<file path="src/rtl/gf180mcu_fd_sc_mcu7t5v0__ro_meas_ctrl_pkg.sv">
// Shared types and constants for the ring-oscillator measurement controller.
package gf180mcu_fd_sc_mcu7t5v0__ro_meas_ctrl_pkg;

  typedef enum logic [1:0] {
    IDLE   = 2'd0,
    SETTLE = 2'd1,
    GATE   = 2'd2
  } meas_state_e;

  localparam int unsigned SETTLE_CYC = 8;
  localparam int unsigned SETTLE_W   = $clog2(SETTLE_CYC);
  localparam int unsigned SYNC_DEPTH = 2;

  // A single ring still needs a one-bit select so the port never collapses to zero width.
  function automatic int unsigned sel_width(input int unsigned n);
    return (n > 1) ? $clog2(n) : 1;
  endfunction

endpackage

</file>
<file path="src/rtl/gf180mcu_fd_sc_mcu7t5v0__ro_edge_sync.sv">
// Brings the selected ring output into the CLK domain and emits a one-cycle
// pulse for every rising edge seen after synchronisation.
module gf180mcu_fd_sc_mcu7t5v0__ro_edge_sync
  import gf180mcu_fd_sc_mcu7t5v0__ro_meas_ctrl_pkg::*;
(
  input  logic clk,
  input  logic rst,
  input  logic ro_in,
  output logic rise
);

  logic [SYNC_DEPTH-1:0] sync_q, sync_d;
  logic                  edge_q, edge_d;

  always_comb begin
    sync_d = {sync_q[SYNC_DEPTH-2:0], ro_in};
    edge_d = sync_q[SYNC_DEPTH-1];
  end

  always_ff @(posedge clk) begin
    if (rst) begin
      sync_q <= '0;
      edge_q <= 1'b0;
    end else begin
      sync_q <= sync_d;
      edge_q <= edge_d;
    end
  end

  assign rise = sync_q[SYNC_DEPTH-1] & ~edge_q;

endmodule

</file>
<file path="src/rtl/gf180mcu_fd_sc_mcu7t5v0__ro_meas_ctrl.sv">
// Ring-oscillator measurement controller: enables one ring, lets it settle,
// counts its synchronised rising edges over a programmable CLK window.
module gf180mcu_fd_sc_mcu7t5v0__ro_meas_ctrl
  import gf180mcu_fd_sc_mcu7t5v0__ro_meas_ctrl_pkg::*;
#(
  parameter  int unsigned N_RO   = 4,
  parameter  int unsigned GATE_W = 16,
  parameter  int unsigned CNT_W  = 20,
  localparam int unsigned SEL_W  = sel_width(N_RO)
) (
  input  logic              CLK,
  input  logic              RST,
  input  logic              START,
  input  logic [SEL_W-1:0]  SEL,
  input  logic [GATE_W-1:0] GATE_LEN,
  input  logic [N_RO-1:0]   RO_CLK,
  output logic [N_RO-1:0]   RO_EN,
  output logic              BUSY,
  output logic              DONE,
  output logic [CNT_W-1:0]  COUNT,
  output logic              OVF
);

  localparam logic [SETTLE_W-1:0] SETTLE_LAST = SETTLE_W'(SETTLE_CYC - 1);
  localparam logic [CNT_W-1:0]    CNT_MAX     = '1;

  meas_state_e       state_q, state_d;
  logic [SETTLE_W-1:0] settle_q, settle_d;
  logic [GATE_W-1:0] win_q, win_d;
  logic [GATE_W-1:0] gate_len_q, gate_len_d;
  logic [SEL_W-1:0]  sel_q, sel_d;
  logic [N_RO-1:0]   ro_en_q, ro_en_d;
  logic              done_q, done_d;
  logic [CNT_W-1:0]  count_q, count_d;
  logic              ovf_q, ovf_d;

  logic ro_sel;
  logic rise;

  // An out-of-range select picks no ring, so the edge path simply sees a constant low.
  always_comb begin
    ro_sel = 1'b0;
    for (int i = 0; i < N_RO; i++) begin
      if (sel_q == SEL_W'(i)) ro_sel = RO_CLK[i];
    end
  end

  gf180mcu_fd_sc_mcu7t5v0__ro_edge_sync u_edge_sync (
    .clk   (CLK),
    .rst   (RST),
    .ro_in (ro_sel),
    .rise  (rise)
  );

  always_comb begin
    state_d    = state_q;
    settle_d   = settle_q;
    win_d      = win_q;
    gate_len_d = gate_len_q;
    sel_d      = sel_q;
    ro_en_d    = ro_en_q;
    done_d     = 1'b0;
    count_d    = count_q;
    ovf_d      = ovf_q;

    unique case (state_q)
      IDLE: begin
        if (START) begin
          sel_d      = SEL;
          gate_len_d = GATE_LEN;
          count_d    = '0;
          ovf_d      = 1'b0;
          settle_d   = '0;
          for (int i = 0; i < N_RO; i++) begin
            ro_en_d[i] = (SEL == SEL_W'(i));
          end
          state_d = SETTLE;
        end
      end

      SETTLE: begin
        if (settle_q == SETTLE_LAST) begin
          win_d   = '0;
          state_d = GATE;
        end else begin
          settle_d = settle_q + SETTLE_W'(1);
        end
      end

      // The window is exhausted once GATE_LEN pulses have been sampled; the
      // following edge closes the measurement.
      GATE: begin
        if (win_q == gate_len_q) begin
          ro_en_d = '0;
          done_d  = 1'b1;
          state_d = IDLE;
        end else begin
          win_d = win_q + GATE_W'(1);
          if (rise) begin
            if (count_q == CNT_MAX) begin
              ovf_d = 1'b1;
            end else begin
              count_d = count_q + CNT_W'(1);
            end
          end
        end
      end

      default: begin
        ro_en_d = '0;
        state_d = IDLE;
      end
    endcase
  end

  always_ff @(posedge CLK) begin
    if (RST) begin
      state_q    <= IDLE;
      settle_q   <= '0;
      win_q      <= '0;
      gate_len_q <= '0;
      sel_q      <= '0;
      ro_en_q    <= '0;
      done_q     <= 1'b0;
      count_q    <= '0;
      ovf_q      <= 1'b0;
    end else begin
      state_q    <= state_d;
      settle_q   <= settle_d;
      win_q      <= win_d;
      gate_len_q <= gate_len_d;
      sel_q      <= sel_d;
      ro_en_q    <= ro_en_d;
      done_q     <= done_d;
      count_q    <= count_d;
      ovf_q      <= ovf_d;
    end
  end

  assign RO_EN = ro_en_q;
  assign BUSY  = (state_q != IDLE);
  assign DONE  = done_q;
  assign COUNT = count_q;
  assign OVF   = ovf_q;

endmodule

</file>
<file path="config.mk">
export PLATFORM = sky130hd
export DESIGN_NAME = gf180mcu_fd_sc_mcu7t5v0__ro_meas_ctrl
export DESIGN_NICKNAME = d
export VERILOG_FILES = /design/src/rtl/gf180mcu_fd_sc_mcu7t5v0__ro_meas_ctrl_pkg.sv /design/src/rtl/gf180mcu_fd_sc_mcu7t5v0__ro_edge_sync.sv /design/src/rtl/gf180mcu_fd_sc_mcu7t5v0__ro_meas_ctrl.sv
export SDC_FILE = /design/constraint.sdc
export NUM_CORES = 1
export LEC_CHECK = 0
export CORE_ASPECT_RATIO = 0.5
export CORE_MARGIN = 2
export CORE_UTILIZATION = 30
export DETAILED_ROUTE_END_ITERATION = 10
export GPL_TIMING_DRIVEN = 0
export PLACE_DENSITY = 0.56
export SETUP_SLACK_MARGIN = 0.05
export SLEW_MARGIN = 20
export SYNTH_ARGS = -nofsm -noshare
export SYNTH_HDL_FRONTEND = slang
export SYNTH_HIERARCHICAL = 1
export SYNTH_SLANG_ARGS = --single-unit
export TNS_END_PERCENT = 5
</file>
<file path="constraint.sdc">
create_clock -name CLK -period 3.6 [get_ports CLK]
set_input_delay 0.72 -clock CLK [delete_from_list [all_inputs] [get_ports CLK]]
set_output_delay 0.72 -clock CLK [all_outputs]
set_load 0.05 [all_outputs]
</file>
After elaboration in Yosys (flattened, before gate mapping)
Index checks and enable logic that the tools add are counted.
{"block": "totals", "register_bits": 68, "input_bits": 25, "output_inout_bits": 27}
{"block": "op_classes", "addsub": 3, "n_bitwise": 4, "n_reduce_logical": 15, "eq_ne": 19, "n_mux": 28}
{"op": "2-to-1 mux 20 bit", "n": 4}
{"op": "case mux 20 bit (2 select lines)", "n": 1}
{"op": "2-to-1 mux 16 bit", "n": 2}
{"op": "case mux 16 bit (2 select lines)", "n": 1}
{"op": "adder 20 x 1 -> 20 bit, second input constant", "n": 1}
{"op": "== test 20 bit, second input constant", "n": 1}
{"op": "adder 16 x 1 -> 16 bit, second input constant", "n": 1}
{"op": "== test 16 bit", "n": 1}
{"op": "!= test 2 bit, second input constant", "n": 8}
{"op": "case mux 4 bit (3 select lines)", "n": 1}
{"op": "AND reduction 3 bit", "n": 4}
{"op": "== test 2 bit, second input constant", "n": 5}
{"op": "AND reduction 5 bit", "n": 2}
{"op": "2-to-1 mux 1 bit", "n": 9}
{"op": "2-to-1 mux 4 bit", "n": 2}
{"op": "nonzero test 2 bit", "n": 4}
{"op": "== test 2 x 1 -> 1 bit, second input constant", "n": 3}
{"op": "zero test 2 bit", "n": 3}
{"op": "2-to-1 mux 2 bit", "n": 3}
{"op": "2-to-1 mux 3 bit", "n": 2}
{"op": "case mux 2 bit (3 select lines)", "n": 1}
{"op": "case mux 3 bit (2 select lines)", "n": 1}
{"op": "adder 3 x 1 -> 3 bit, second input constant", "n": 1}
{"op": "== test 3 bit, second input constant", "n": 1}
{"op": "5 further kinds", "n": 7}

Depth between registers and ports, before layout
Gate-level depths: netlist of the first run.
{"block": "depth", "word_depth": 5, "depth_mapped": 8, "depth_no_buf": 7}

Cells and area by module
The synthesis of the first run kept the hierarchy.
{"mod": "gf180mcu_fd_sc_mcu7t5v0__ro_meas_ctrl", "instances": 1, "cells_per_inst": 416, "area_each_um2": 3368.2}
{"mod": "gf180mcu_fd_sc_mcu7t5v0__ro_edge_sync", "instances": 1, "cells_per_inst": 7, "area_each_um2": 87.6}

Worst setup path after synthesis of the first run
No wires, ideal clock.
{"block": "synth_timing", "kind": "register -> register", "from": "register count_q[0] (netlist: COUNT[0])", "to": "register count_q[14] (netlist: COUNT[14])", "setup_slack_ns": 1.237, "t_arrival_ns": 2.289, "n_path_buf": 1, "setup_ns": 0.074, "required_time_ns": 3.526, "path_stages_with_launch": 8, "path_cell_list": "dfxtp_1 -> ha_1 -> nand4_1 -> nor4_2 -> a21o_1 -> o211ai_2 -> buf_2 -> a31oi_1"}
{"block": "synth_between", "elab_chain_len": 5, "elab_cells_between_ends": 8, "classes_between": "add/sub: 1; eq/ne: 2; mux: 4; reduce/logical: 1"}
{"element": "start, declared", "line_no": "gf180mcu_fd_sc_mcu7t5v0__ro_meas_ctrl.sv:34", "rtl": "logic [CNT_W-1:0] count_q, count_d;"}
{"element": "start signal, assigned", "line_no": "gf180mcu_fd_sc_mcu7t5v0__ro_meas_ctrl.sv:135", "rtl": "count_q <= count_d;"}
{"element": "adder 20 x 1 -> 20 bit", "line_no": "gf180mcu_fd_sc_mcu7t5v0__ro_meas_ctrl.sv:103", "rtl": "count_d = count_q + CNT_W'(1);"}
{"element": "2-to-1 mux 20 bit", "line_no": "gf180mcu_fd_sc_mcu7t5v0__ro_meas_ctrl.sv:100", "rtl": "if (count_q == CNT_MAX) begin"}
{"element": "2-to-1 mux 20 bit", "line_no": "gf180mcu_fd_sc_mcu7t5v0__ro_meas_ctrl.sv:99", "rtl": "if (rise) begin"}
{"element": "2-to-1 mux 20 bit", "line_no": "gf180mcu_fd_sc_mcu7t5v0__ro_meas_ctrl.sv:93", "rtl": "if (win_q == gate_len_q) begin"}
{"element": "case mux 20 bit (2 select lines)", "line_no": "gf180mcu_fd_sc_mcu7t5v0__ro_meas_ctrl.sv:66", "rtl": "unique case (state_q)"}
Parallel ways exist; a longest one is shown, timed or not. The select of a mux whose other input is x is not followed.
A chain may end at the register's enable or synchronous reset.

==> impl_summary.md, run 1 <==
Floorplanning
From bottom edge to top edge, the die measures 79.9 um. Row generation in the floorplan step produced 27 rows. The core region is 11100 sq um. During I/O placement, the number of pins put on the boundary was 52. The area of the die is 12400 sq um. The width of the die is 156 um.

The initial utilization of the core area, before any placement, comes to 0.311.

Layout
The area overhead of the layout relative to synthesis is 28.1%. The multi-input combinational cells in the finished layout cover a total of 1900 sq um. Registers take 1360 sq um. Leaving out fill and tap cells, the most frequent cells in the layout are sky130_fd_sc_hd__nand2_1, sky130_fd_sc_hd__dfxtp_1, sky130_fd_sc_hd__clkdlybuf4s50_1. The number of inserted diodes is 0. The fraction of layout cells with a size suffix above 1 is 0.0755. The total of fill cells in the finished design is 1157.

The final layout contains 514 nets. The most common cell after layout, fill and taps aside is sky130_fd_sc_hd__nand2_1.

Worst setup path
The register-to-register path setup slack is 1170 ps. The category of the critical setup timing path is input pin to flip-flop. The endpoint identified for the worst register-to-register timing path is COUNT[3].

The type of element launching the critical path is an input pin. The data arrival time of the worst path is 3100 ps. The startpoint of the worst register-to-register path is COUNT[0]. Along the worst path, the maximum fanout reaches 10. The worst endpoint required time is 3850 ps. Counting cells, the worst reg-to-reg path comes to 7. The kind of capture point of the worst setup path is a flip-flop.

CTS
The TritonCTS clock tree is yes. The post-CTS clock slew at the launch and capture registers of the worst setup and hold paths is 50 ps. CTS placed an instance of sky130_fd_sc_hd__clkbuf_16 at the clock tree root. The number of buffers added by the clock tree synthesis step is 9. Post-CTS timing repair inserted 0 buffers for setup.

CTS saw 68 sinks. The number of hold buffers added after CTS is 0. The clock passes through at most 2 buffers.

Once the clock tree was built, the resizer swapped 0 gates to a different size. The clock tree synthesis step divided the H-tree into 3 levels. For the worst-skew pair, the clock arrives at the later sink with an insertion delay of 330 ps.

Synth
Of the total synthesized cell area, the portion taken by XOR and XNOR cells is 0.0456. The primary flip-flop cell chosen by synthesis mapping is sky130_fd_sc_hd__dfxtp_1. The complex-gate fraction of the synthesized area is 0.172. Yosys printed 6 warnings. Of the synthesized area, sequential elements account for 0.394. After synthesis, the share of cell area in mux cells is 0.0384. Yosys mapped the design onto 56 distinct sky130hd cell types. Synthesis inferred 68 register bits. In this run the cell area of the synthesized design comes to 3460 sq um. The count of mapped cells out of synthesis is 423. Yosys mapped a number of flops with a built-in enable equal to 0. The synthesized net count is 452. The synthesized area divided by synthesized cell count is 8.17 sq um.

The combinational family with the most area after synthesis is simple AND/OR/NAND/NOR gates. Of the total synthesized cell area, the portion taken by full adders, half adders and majority gates is 0.0145. Of the total synthesized cell area, the portion taken by AND, OR, NAND and NOR gates is 0.280. Counting flops with an async set or reset pin after synthesis yields a share of 0.

Routing
After detailed routing, the number of remaining DRC violations is 0. The first routing iteration left 278 violations. The final wirelength is 9590 um. Once detail routing completed, the nets flagged for antenna violations numbered 0. In the routed layout, each cell is associated on average with a via count of 5.23. The final route contains 3318 vias. Dividing the detail-routed wire length by the instance count gives 15.1 um. The first TritonRoute pass finished after 5 iterations.

GRT
The overall track demand over capacity in global routing is 0.161. The first-pass GRT wire length is 15600 um. The number of antenna violations at the first check in global routing was 0. The via count of the first global-routing pass is 2962.

The total congestion overflow after global routing is 0. Entering global routing, the biggest net connects 12 pins.

Placed design
The placed wire-length estimate is 7000 um. The setup slack at placement is 482 ps. The number of buffers added on ports is 51. The final weighted congestion in routability-driven placement is 0.816.

Timing
Setup repair after global routing left no endpoint under its margin. The smallest clock period supported by the final layout is computed as 2850 ps. The worst pin sits at a relative slew slack of 0.463. For the final routed database, the setup TNS stands at 0 ps. The worst setup skew after layout is 9.50 ps. Of the available clock period, the critical path in the final layout requires 0.791. The count of endpoints failing hold in the final timing report is 0. Setup slack on the critical path of the routed design comes to 753 ps. The number of endpoints failing setup at the final stage is 0. The maximum frequency from static timing analysis is 351 MHz. The count of pins over their slew limit was 0.

For the pin with the worst max-slew slack, the measured transition is 799 ps.

Min path
The path type of the worst min-delay path is flip-flop to flip-flop. The number of stages on the worst hold path is 1. The startpoint identified for the worst hold timing path is u_edge_sync/sync_q[0]. The path with the worst hold slack has its endpoint at u_edge_sync/sync_q[1].

Status
The run finished with clean final reports.

Pwr
For this design the ratio of total power to cell area is 401 nW/um^2. The worst ir drop on vdd is 0.000158 V. The cell leakage power is 1.58 nW.

Job
The max-cap check violation count is 0.
power breakdown:
| group | leakage (nW) | total [mW] | internal (mW) | switching (mW) |
|---|---|---|---|---|
| logic | 0.888 | 0.172 | 0.0668 | 0.105 |
| clock network | 0.142 | 0.821 | 0.501 | 0.320 |
| registers | 0.552 | 0.784 | 0.772 | 0.0122 |
| total | 1.58 | 1.78 | 1.34 | 0.438 |
Yosys cell counts, types with 3 or more instances:
cell type / number / area share
sky130_fd_sc_hd__xor2_1: 16 / 0.041
sky130_fd_sc_hd__mux2i_1: 11 / 0.032
sky130_fd_sc_hd__nand3b_1: 4 / 0.0087
sky130_fd_sc_hd__nand2b_1: 8 / 0.014
sky130_fd_sc_hd__buf_2: 4 / 0.0058
sky130_fd_sc_hd__a31oi_1: 18 / 0.033
sky130_fd_sc_hd__o221ai_1: 3 / 0.0076
sky130_fd_sc_hd__o31ai_1: 5 / 0.011
sky130_fd_sc_hd__o2111ai_1: 3 / 0.0076
sky130_fd_sc_hd__buf_1: 3 / 0.0033
sky130_fd_sc_hd__clkbuf_1: 12 / 0.013
sky130_fd_sc_hd__a21oi_1: 24 / 0.035
sky130_fd_sc_hd__or3_1: 4 / 0.0072
sky130_fd_sc_hd__o31a_1: 3 / 0.0076
sky130_fd_sc_hd__and3_1: 5 / 0.0091
sky130_fd_sc_hd__and4_1: 4 / 0.010
sky130_fd_sc_hd__nor3_1: 14 / 0.020
sky130_fd_sc_hd__nor2b_1: 6 / 0.011
sky130_fd_sc_hd__o21ai_0: 10 / 0.014
sky130_fd_sc_hd__o211ai_1: 9 / 0.020
sky130_fd_sc_hd__nor2_1: 12 / 0.013
sky130_fd_sc_hd__nor4_1: 9 / 0.016
sky130_fd_sc_hd__ha_1: 4 / 0.014
sky130_fd_sc_hd__dfxtp_1: 68 / 0.39
sky130_fd_sc_hd__o311ai_0: 3 / 0.0076
sky130_fd_sc_hd__inv_1: 20 / 0.022
sky130_fd_sc_hd__nand4_1: 11 / 0.020
sky130_fd_sc_hd__nand3_1: 21 / 0.030
sky130_fd_sc_hd__nand2_1: 72 / 0.078
registers in the layout, indices dropped and copies added (netlist names):
| signal | cells |
|---|---|
| settle_q | 3 |
| COUNT | 20 |
| gate_len_q | 16 |
| u_edge_sync/edge_q | 1 |
| OVF | 1 |
| win_q | 16 |
| RO_EN | 4 |
| DONE | 1 |
| state_q | 2 |
| u_edge_sync/sync_q | 2 |
| sel_q | 2 |
through the flow:
step	power (mW)	hold WS [ps]	cells	utilization	cell area, sq um
after floorplan	0.899	414	423	-	3460
after global placement	0.972	419	619	0.373	4150
after detailed placement	0.972	422	619	0.373	4150
after CTS	1.80	434	635	0.398	4430
after global routing	1.86	463	635	0.398	4430
final	1.78	433	635	0.398	4430
routing by layer:
metal / routed length, um / GRT usage / vias up
li1: - / - / 1668
met1: 5070 / 0.236 / 1556
met2: 3900 / 0.231 / 88
met3: 560 / 0.0434 / 6
met4: 57 / 0.0385 / 0
met5: 0 / 0 / -
critical path, cell delays in order:
cell and delay, ps:
sky130_fd_sc_hd__clkdlybuf4s50_1 620, sky130_fd_sc_hd__nor3b_1 710, sky130_fd_sc_hd__nand2_1 110, sky130_fd_sc_hd__a21oi_1 340, sky130_fd_sc_hd__buf_2 320, sky130_fd_sc_hd__a31oi_1 110
sky130_fd_sc_hd__a31oi_1 170
worst max-delay path by stage:
stage / startpoint / endpoint / slack [ps] / cells after the start
detailed placement: RST / COUNT[11] / 480 / 7
CTS: RST / COUNT[11] / 810 / 7
floorplan: COUNT[0] / COUNT[14] / 1240 / 7
finish: RST / COUNT[11] / 750 / 7
global route: RST / COUNT[11] / 520 / 7
global placement: RST / COUNT[11] / 470 / 7
area by class of cell:
class                      count  area share
tap                          145      0.0410
multi-input combinational    311       0.429
timing repair buffer          51       0.115
clock inverter                 4     0.00537
buffer                        24      0.0268
sequential                    68       0.307
inverter                      20      0.0170
clock buffer                  12      0.0579
logic make-up (layout without fill, tap and decap cells):
| kind of cell | after synthesis | after routing |
|---|---|---|
| muxes | 12 | 12 |
| xor gates and xnor gates | 18 | 18 |
| and+or+nand+nor | 187 | 187 |
| DFF | 68 | 68 |
| adders and majority gates | 4 | 4 |
| buffers and inverters | 44 | 111 |
| AOI/OAI and AO/OA | 90 | 90 |
Note: power is estimated with default switching activity, not from simulation.
==> run 2, diff against run 1 <==
==> constraint.sdc (replaced) <==
create_clock -name CLK -period 2.8 [get_ports CLK]
set_input_delay 0.56 -clock CLK [delete_from_list [all_inputs] [get_ports CLK]]
set_output_delay 0.56 -clock CLK [all_outputs]
set_load 0.05 [all_outputs]
==> run 2 against run 1 <==
Effect of this change:
- final cell count stayed put
- via count is 0.36% lower
- critical endpoint unchanged
- critical path type unchanged
- final area is 0.11% higher
- sequential share of layout area hardly changed
- hold slack better by 4.1 ps
==> impl_summary.md, run 2 (synthesis results as in run 1) <==
Worst setup path
The data arrival time of the worst path is 2690 ps. The highest fanout seen on the critical path is 10. The startpoint of the worst register-to-register path is COUNT[0]. The worst endpoint required time is 3050 ps.

The launching element of the worst setup path is RST. The type of element launching the critical path is an input pin. The setup path with the least slack is of type input pin to flip-flop.

The kind of capture point of the worst setup path is a flip-flop.

GRT
Entering global routing, the biggest net connects 12 pins. The number of antenna violations at the first check in global routing is 0. The via count of the first global-routing pass came to 2962. For this run, the total global-route usage over all layers was measured as 0.161. The total congestion overflow after global routing is 0. The first global-routing pass estimated 15600 um of wire.

Status
The run finished with clean final reports.

Timing
Headroom to the max-slew limit came out at 0.463. The count of pins over their slew limit is 0. The worst setup skew after layout is 8.91 ps. For the finished layout, the period the worst path requires is 2440 ps. The count of endpoints failing hold in the final timing report is 0. The final setup slack of the worst path is 358 ps. Setup violations remaining at the end of the flow were counted as 0. The slew at the pin closest to its max-slew limit is 799 ps. Derived from the worst setup path, the maximum achievable clock frequency is 410 MHz.

Setup repair after global routing could not meet its margin everywhere. Dividing the final minimum period by the clock period gives 0.872.

Floorplanning
The total area inside the core boundary comes to 11100 sq um. The count of pins on the block boundary is 52. The row count is 27. The vertical extent of the die is 79.9 um. The width of the die is 156 um. The die covers 12400 sq um. The initial utilization of the core area, before any placement, comes to 0.311.

Routing
The detail-routed net length per standard cell is 15.1 um. Detailed routing inserted a total of 3306 vias. Before antenna repair, the detailed router went through 7 iterations.

The DRC violation count after routing is 0. The initial detailed-routing violation count is 264. The via density per instance is 5.21.

The final wirelength is 9600 um. The number of nets with antenna violations after routing is 0.

CTS
In this run, post-CTS hold repair placed 0 buffers. The TritonCTS clock tree is yes. Counting the buffers created by CTS gives 9. After clock tree synthesis, the clock-pin slew on the worst setup and hold paths is 50 ps. The clock latency of the later-clocked register in the worst-skew pair is 330 ps. The clock net in this run drives a total of 68 sinks.

The maximum level of the CTS H-tree is 3. The master cell of the clock root buffer is sky130_fd_sc_hd__clkbuf_16. Counting along the longest clock path gives a buffer depth of 2.

Layout
The number of antenna diodes in the final layout is 0. The net count of the finished layout is 514. The most common cell after layout, fill and taps aside is sky130_fd_sc_hd__nand2_1.

In the layout the commonest cells are sky130_fd_sc_hd__nand2_1, sky130_fd_sc_hd__dfxtp_1, sky130_fd_sc_hd__clkdlybuf4s50_1. In the final layout, the share of cells above drive strength 1 is 0.0776. After filler insertion, the fill cell instance count of the layout stands at 1158.

For this run, the share of the core covered by cells in the final layout is 0.399. The number of flip-flops in the largest register is 20. Once layout is done, the placed cells without fillers occupy 4430 sq um. Compared with the post-synthesis result, the final layout area differs by 28.3%.

Placed design
The setup slack at placement is -158 ps. The area of placed instances is 4150 sq um. Port buffering added 51 buffers. The congestion estimate from routability-driven global placement came to 0.816. The wire-length estimate of the detail-placed layout is 7000 um.

Pwr
The part of the power in registers is 0.441. Cell internal power was estimated by the tool at 1.72 mW. The power density over the cells is 516 nW/um^2. The power spent charging and discharging nets is 564 uW. The part of the total power dissipated in combinational logic is 0.097. The clock share of power is 0.462.

The cell leakage power is 1.58 nW. Of the total power, the share spent switching nets is 0.247. The worst-case IR drop observed on VDD is 0.000203 V.

Min path
The worst hold path startpoint is u_edge_sync/sync_q[0]. The path type of the worst min-delay path is flip-flop to flip-flop.

Job
Max-cap violations in this run came to 0.
-- run 2: cell count changes in the layout (fill, tap and decap cells not counted) --
cell                      delta
sky130_fd_sc_hd__nor3b_2     +1
sky130_fd_sc_hd__nor3b_1     -1
-- run 2: timing repair --
item	in CTS	in global routing
buffers inserted	0	0
setup endpoints to repair	0	10
resized for setup	0	1
-- run 2: final cells by class --
cell class / instances / area (sq um) / share of cell area
flip-flops and latches: 68 / 1360 / 0.307
clock buffers: 12 / 256 / 0.0579
inverters: 20 / 75.1 / 0.0169
plain buffers: 24 / 119 / 0.0268
repair buffers: 51 / 510 / 0.115
multi-input cells: 311 / 1910 / 0.430
clock inverters: 4 / 23.8 / 0.00536
well taps: 145 / 181 / 0.0409
-- run 2: routing by layer --
metal / share of wire / GRT usage / wire (um)
met2: 0.41 / 0.231 / 3910
met1: 0.54 / 0.236 / 5150
met4: 0.0058 / 0.0385 / 56
met5: 0 / 0 / 0
met3: 0.050 / 0.0434 / 479
-- run 2: per-stage QoR --
stage	TNS [ps]	total power, mW	hold slack [ps]	instances
global route	0	2.39	463	635
CTS	0	2.31	434	635
global placement	-1200	1.25	419	619
detailed placement	-1100	1.25	422	619
floorplan	0	1.16	414	423
finish	0	2.29	437	635
-- run 2: power groups by stage --
stage                     logic [mW]  registers (mW)  clock network [mW]
after floorplan                0.123            1.03                   0
after global placement         0.220            1.03                   0
after detailed placement       0.221            1.03                   0
after CTS                      0.221            1.01                1.08
after global routing           0.240            1.01                1.14
final                          0.222            1.01                1.06
-- run 2: worst max-delay path, cell delays in order --
cell,delay [ps]
sky130_fd_sc_hd__clkdlybuf4s50_1,630
sky130_fd_sc_hd__nor3b_2,480
sky130_fd_sc_hd__nand2_1,90
sky130_fd_sc_hd__a21oi_1,330
sky130_fd_sc_hd__buf_2,320
sky130_fd_sc_hd__a31oi_1,110
sky130_fd_sc_hd__a31oi_1,170
-- run 2: final timing paths --
path | endpoint | slack [ps] | cells past startpoint
setup / recovery | COUNT[11] | 360 | 7
hold / removal | u_edge_sync/sync_q[1] | 440 | 1
setup reg to reg | COUNT[3] | 370 | 7
hold reg to reg | u_edge_sync/sync_q[1] | 440 | 1
==> run 3, diff against run 2 <==
--- a/config.mk
+++ b/config.mk
@@ -10,7 +10,7 @@
 export CORE_UTILIZATION = 30
 export DETAILED_ROUTE_END_ITERATION = 10
 export GPL_TIMING_DRIVEN = 0
-export PLACE_DENSITY = 0.56
+export PLACE_DENSITY = 0.58
 export SETUP_SLACK_MARGIN = 0.05
 export SLEW_MARGIN = 20
 export SYNTH_ARGS = -nofsm -noshare
==> constraint.sdc (replaced) <==
create_clock -name CLK -period 2 [get_ports CLK]
set_input_delay 0.4 -clock CLK [delete_from_list [all_inputs] [get_ports CLK]]
set_output_delay 0.4 -clock CLK [all_outputs]
set_load 0.05 [all_outputs]
==> run 3 against run 2 <==
Effect of this change:
- the flow now finishes with violations (setup timing)
- first-iteration DRC count grew 9.5%
- clock skew about the same
- via count increased by 2.3%
- wire length is 4.0% higher
- critical endpoint is now COUNT[14]
==> impl_summary.md, run 3 (synthesis results as in run 1) <==
Placed design
After legalization and detailed placement, the total HPWL measured 6880 um. Routability-driven placement finished with a final weighted congestion of 0.802. The setup slack at placement is -735 ps. The count of placed standard cells including taps is 619. The count of buffers added on input and output ports is 51. Once placement finished, the instance area stood at 4210 sq um.

Layout
In the layout the commonest cells are sky130_fd_sc_hd__nand2_1, sky130_fd_sc_hd__dfxtp_1, sky130_fd_sc_hd__clkdlybuf4s50_1. 0 antenna diodes ended up in the layout. The area of combinational cells with multiple inputs is 2070 sq um.

From synthesis to final layout, the design area changed by 40.6%. Excluding fillers, the count of instances in the completed layout stands at 649. The fraction of layout cells with a size suffix above 1 is 0.206.

The area of all placed cells without fillers is 4860 sq um. The area occupied by registers is 1400 sq um. The library cell used most frequently in the layout, excluding fill and tap cells, is sky130_fd_sc_hd__nand2_1. The net count of the finished layout is 529. Fill cells in the final layout number 1080. The register with the most flip-flops in the layout has 20 of them.

Worst setup path
The largest individual stage delay along the critical path comes from the cell sky130_fd_sc_hd__nor4_4. In this design, the stage delay of the slowest critical-path cell is 450 ps. The depth of the worst register-to-register path is 7. The worst setup path is of the flip-flop to flip-flop kind. In this run the worst path has a maximum fanout of 8. The type of element launching the critical path is a flip-flop.

Traced cell by cell, the critical path runs through ha_4 -> nand4_1 -> nor4_4 -> a21o_1 -> o211ai_4 -> buf_6 -> a31oi_1. At the worst endpoint, the arrival time is 2280 ps. The kind of capture point of the worst setup path is a flip-flop. The worst endpoint required time is 2260 ps.

Pwr
The worst ir drop on vdd is 0.000360 V. Of the total power, combinational logic draws 0.113. The cell leakage power is 1.91 nW. The switching part of the total is 0.237. The clock share of power is 0.487. The internal portion of the total power is 2.68 mW. The power spent charging and discharging nets is 835 uW. Total power for the finished layout comes to 3.52 mW. Dividing total power by cell area gives a power density of 724 nW/um^2. The share of total power dissipated in sequential elements is 0.401.

CTS
The TritonCTS clock tree is yes. The master cell of the clock root buffer is sky130_fd_sc_hd__clkbuf_16. The number of buffers added by the clock tree synthesis step is 9.

No sink is reached through more buffers than the 2 on the longest clock path. The post-CTS clock slew at the launch and capture registers of the worst setup and hold paths is 50 ps. The number of clock sinks is 68. The number of hold buffers added after CTS is 0.

The H-tree was split into 3 levels. The clock latency of the later-clocked register in the worst-skew pair is 330 ps.

GRT
The via count of the first global-routing pass was 3060. For met3 alone, demand over resource in global routing was 0.0423. The met1 track demand over resource is 0.230. For this run, the total global-route usage over all layers was measured as 0.161.

Entering global routing, the biggest net connects 12 pins. The number of antenna violations at the first check in global routing is 0. The first-pass GRT wire length is 15700 um. The met2 track demand over resource is 0.240. The most heavily used metal layer in global routing is met2.

Global routing finished with a remaining overflow of 0.

Timing
The slew at the pin closest to its max-slew limit is 555 ps. The number of endpoints failing setup at the final stage is 5. The final setup slack of the worst path is -21.4 ps.

The maximum frequency from static timing analysis is 495 MHz. Setup repair after global routing could not meet its margin everywhere. Measured against its own limit, the worst slew margin works out to 0.627. The sum of negative setup slack is -41.1 ps. The count of endpoints failing hold in the final timing report is 0. The count of pins over their slew limit is 0. The final cycle utilization of the critical path is 1.01. The worst setup skew after layout is 8.88 ps.

Subtracting the final worst setup slack from the clock period gives 2020 ps.

Routing
The number of nets with antenna violations after routing is 0. After detailed routing, the total wire length is 9980 um. The detail-routed net length per standard cell is 15.4 um. In the routed design, unresolved DRC markers number 0. Dividing the detail-routed via count by the number of cells gives 5.21.

The first routing iteration left 289 violations. The detailed router placed 3382 vias in this run. The first TritonRoute pass finished after 4 iterations.

Floorplanning
The initial standard-cell utilization of the core is 0.311. The count of pins on the block boundary is 52. The vertical extent of the die is 79.9 um. The core outline area is 11100 sq um. The die covers 12400 sq um.

The floorplan has 27 rows. In this run the horizontal extent of the chip is 156 um.

Job
The max-cap check violation count is 0.

Min path
The worst hold path belongs to the class flip-flop to flip-flop. Along the worst hold path, the cell count comes to 1.

Status
The checks that failed: setup timing. The run finished, with violations left.
-- run 3: cell types whose count changed in the layout (fill, tap and decap cells not counted), sizes merged --
cell and change:
buf +14, bufinv +2, clkbuf +1, clkdlybuf4s50 -13, clkinv -2, dlygate4sd2 +4
dlymetal6s2s +8
-- run 3: worst paths after layout --
path                                       startpoint                     to  slack, ps
worst min-delay path            u_edge_sync/sync_q[0]  u_edge_sync/sync_q[1]        440
worst max-delay path                         COUNT[0]              COUNT[14]        -20
worst min register to register  u_edge_sync/sync_q[0]  u_edge_sync/sync_q[1]        440
worst max register to register               COUNT[0]              COUNT[14]        -20
-- run 3: power by group through the flow --
stage	Combinational [mW]	Clock, mW	Sequential (mW)
after floorplan	0.177	0	1.44
after global placement	0.312	0	1.44
after detailed placement	0.315	0	1.44
after CTS	0.328	1.75	1.41
after global routing	0.429	1.82	1.41
final	0.397	1.71	1.41
-- run 3: routing by layer --
layer / part of all wire / routed length [um] / up-vias
met5: 0 / 0 / -
met4: 0.0070 / 70 / 0
met3: 0.060 / 595 / 6
met2: 0.43 / 4330 / 89
met1: 0.50 / 4990 / 1591
li1: - / - / 1696
-- run 3: layout make-up --
class	count	share of cell area
Clock buffer	11	0.0500
Buffer	23	0.0301
Clock inverter	4	0.0152
Sequential cell	68	0.288
Multi-Input combinational cell	311	0.426
Tap cell	145	0.0373
Inverter	20	0.0155
Timing Repair Buffer	67	0.138
-- run 3: timing repair --
item	4_1_cts	5_1_grt
pin swaps	5	9
gates cloned	0	2
setup buffers	1	13
hold endpoints to repair	0	0
gates resized for setup	24	53
setup endpoints to repair	48	49
-- run 3: worst max-delay path: cells and delay by family (launching register included) --
| kind | cells | cell delay, ps |
|---|---|---|
| compound gates | 3 | 550 |
| fa+ha+maj | 1 | 150 |
| buf+inv | 1 | 180 |
| flops | 1 | 370 |
| simple gates | 2 | 680 |
-- run 3: through the flow --
stage	util	hold WS, ps
2_1_floorplan	-	414
3_3_place_gp	0.379	422
3_5_place_dp	0.379	427
4_1_cts	0.415	439
5_1_grt	0.437	456
6_report	0.437	437
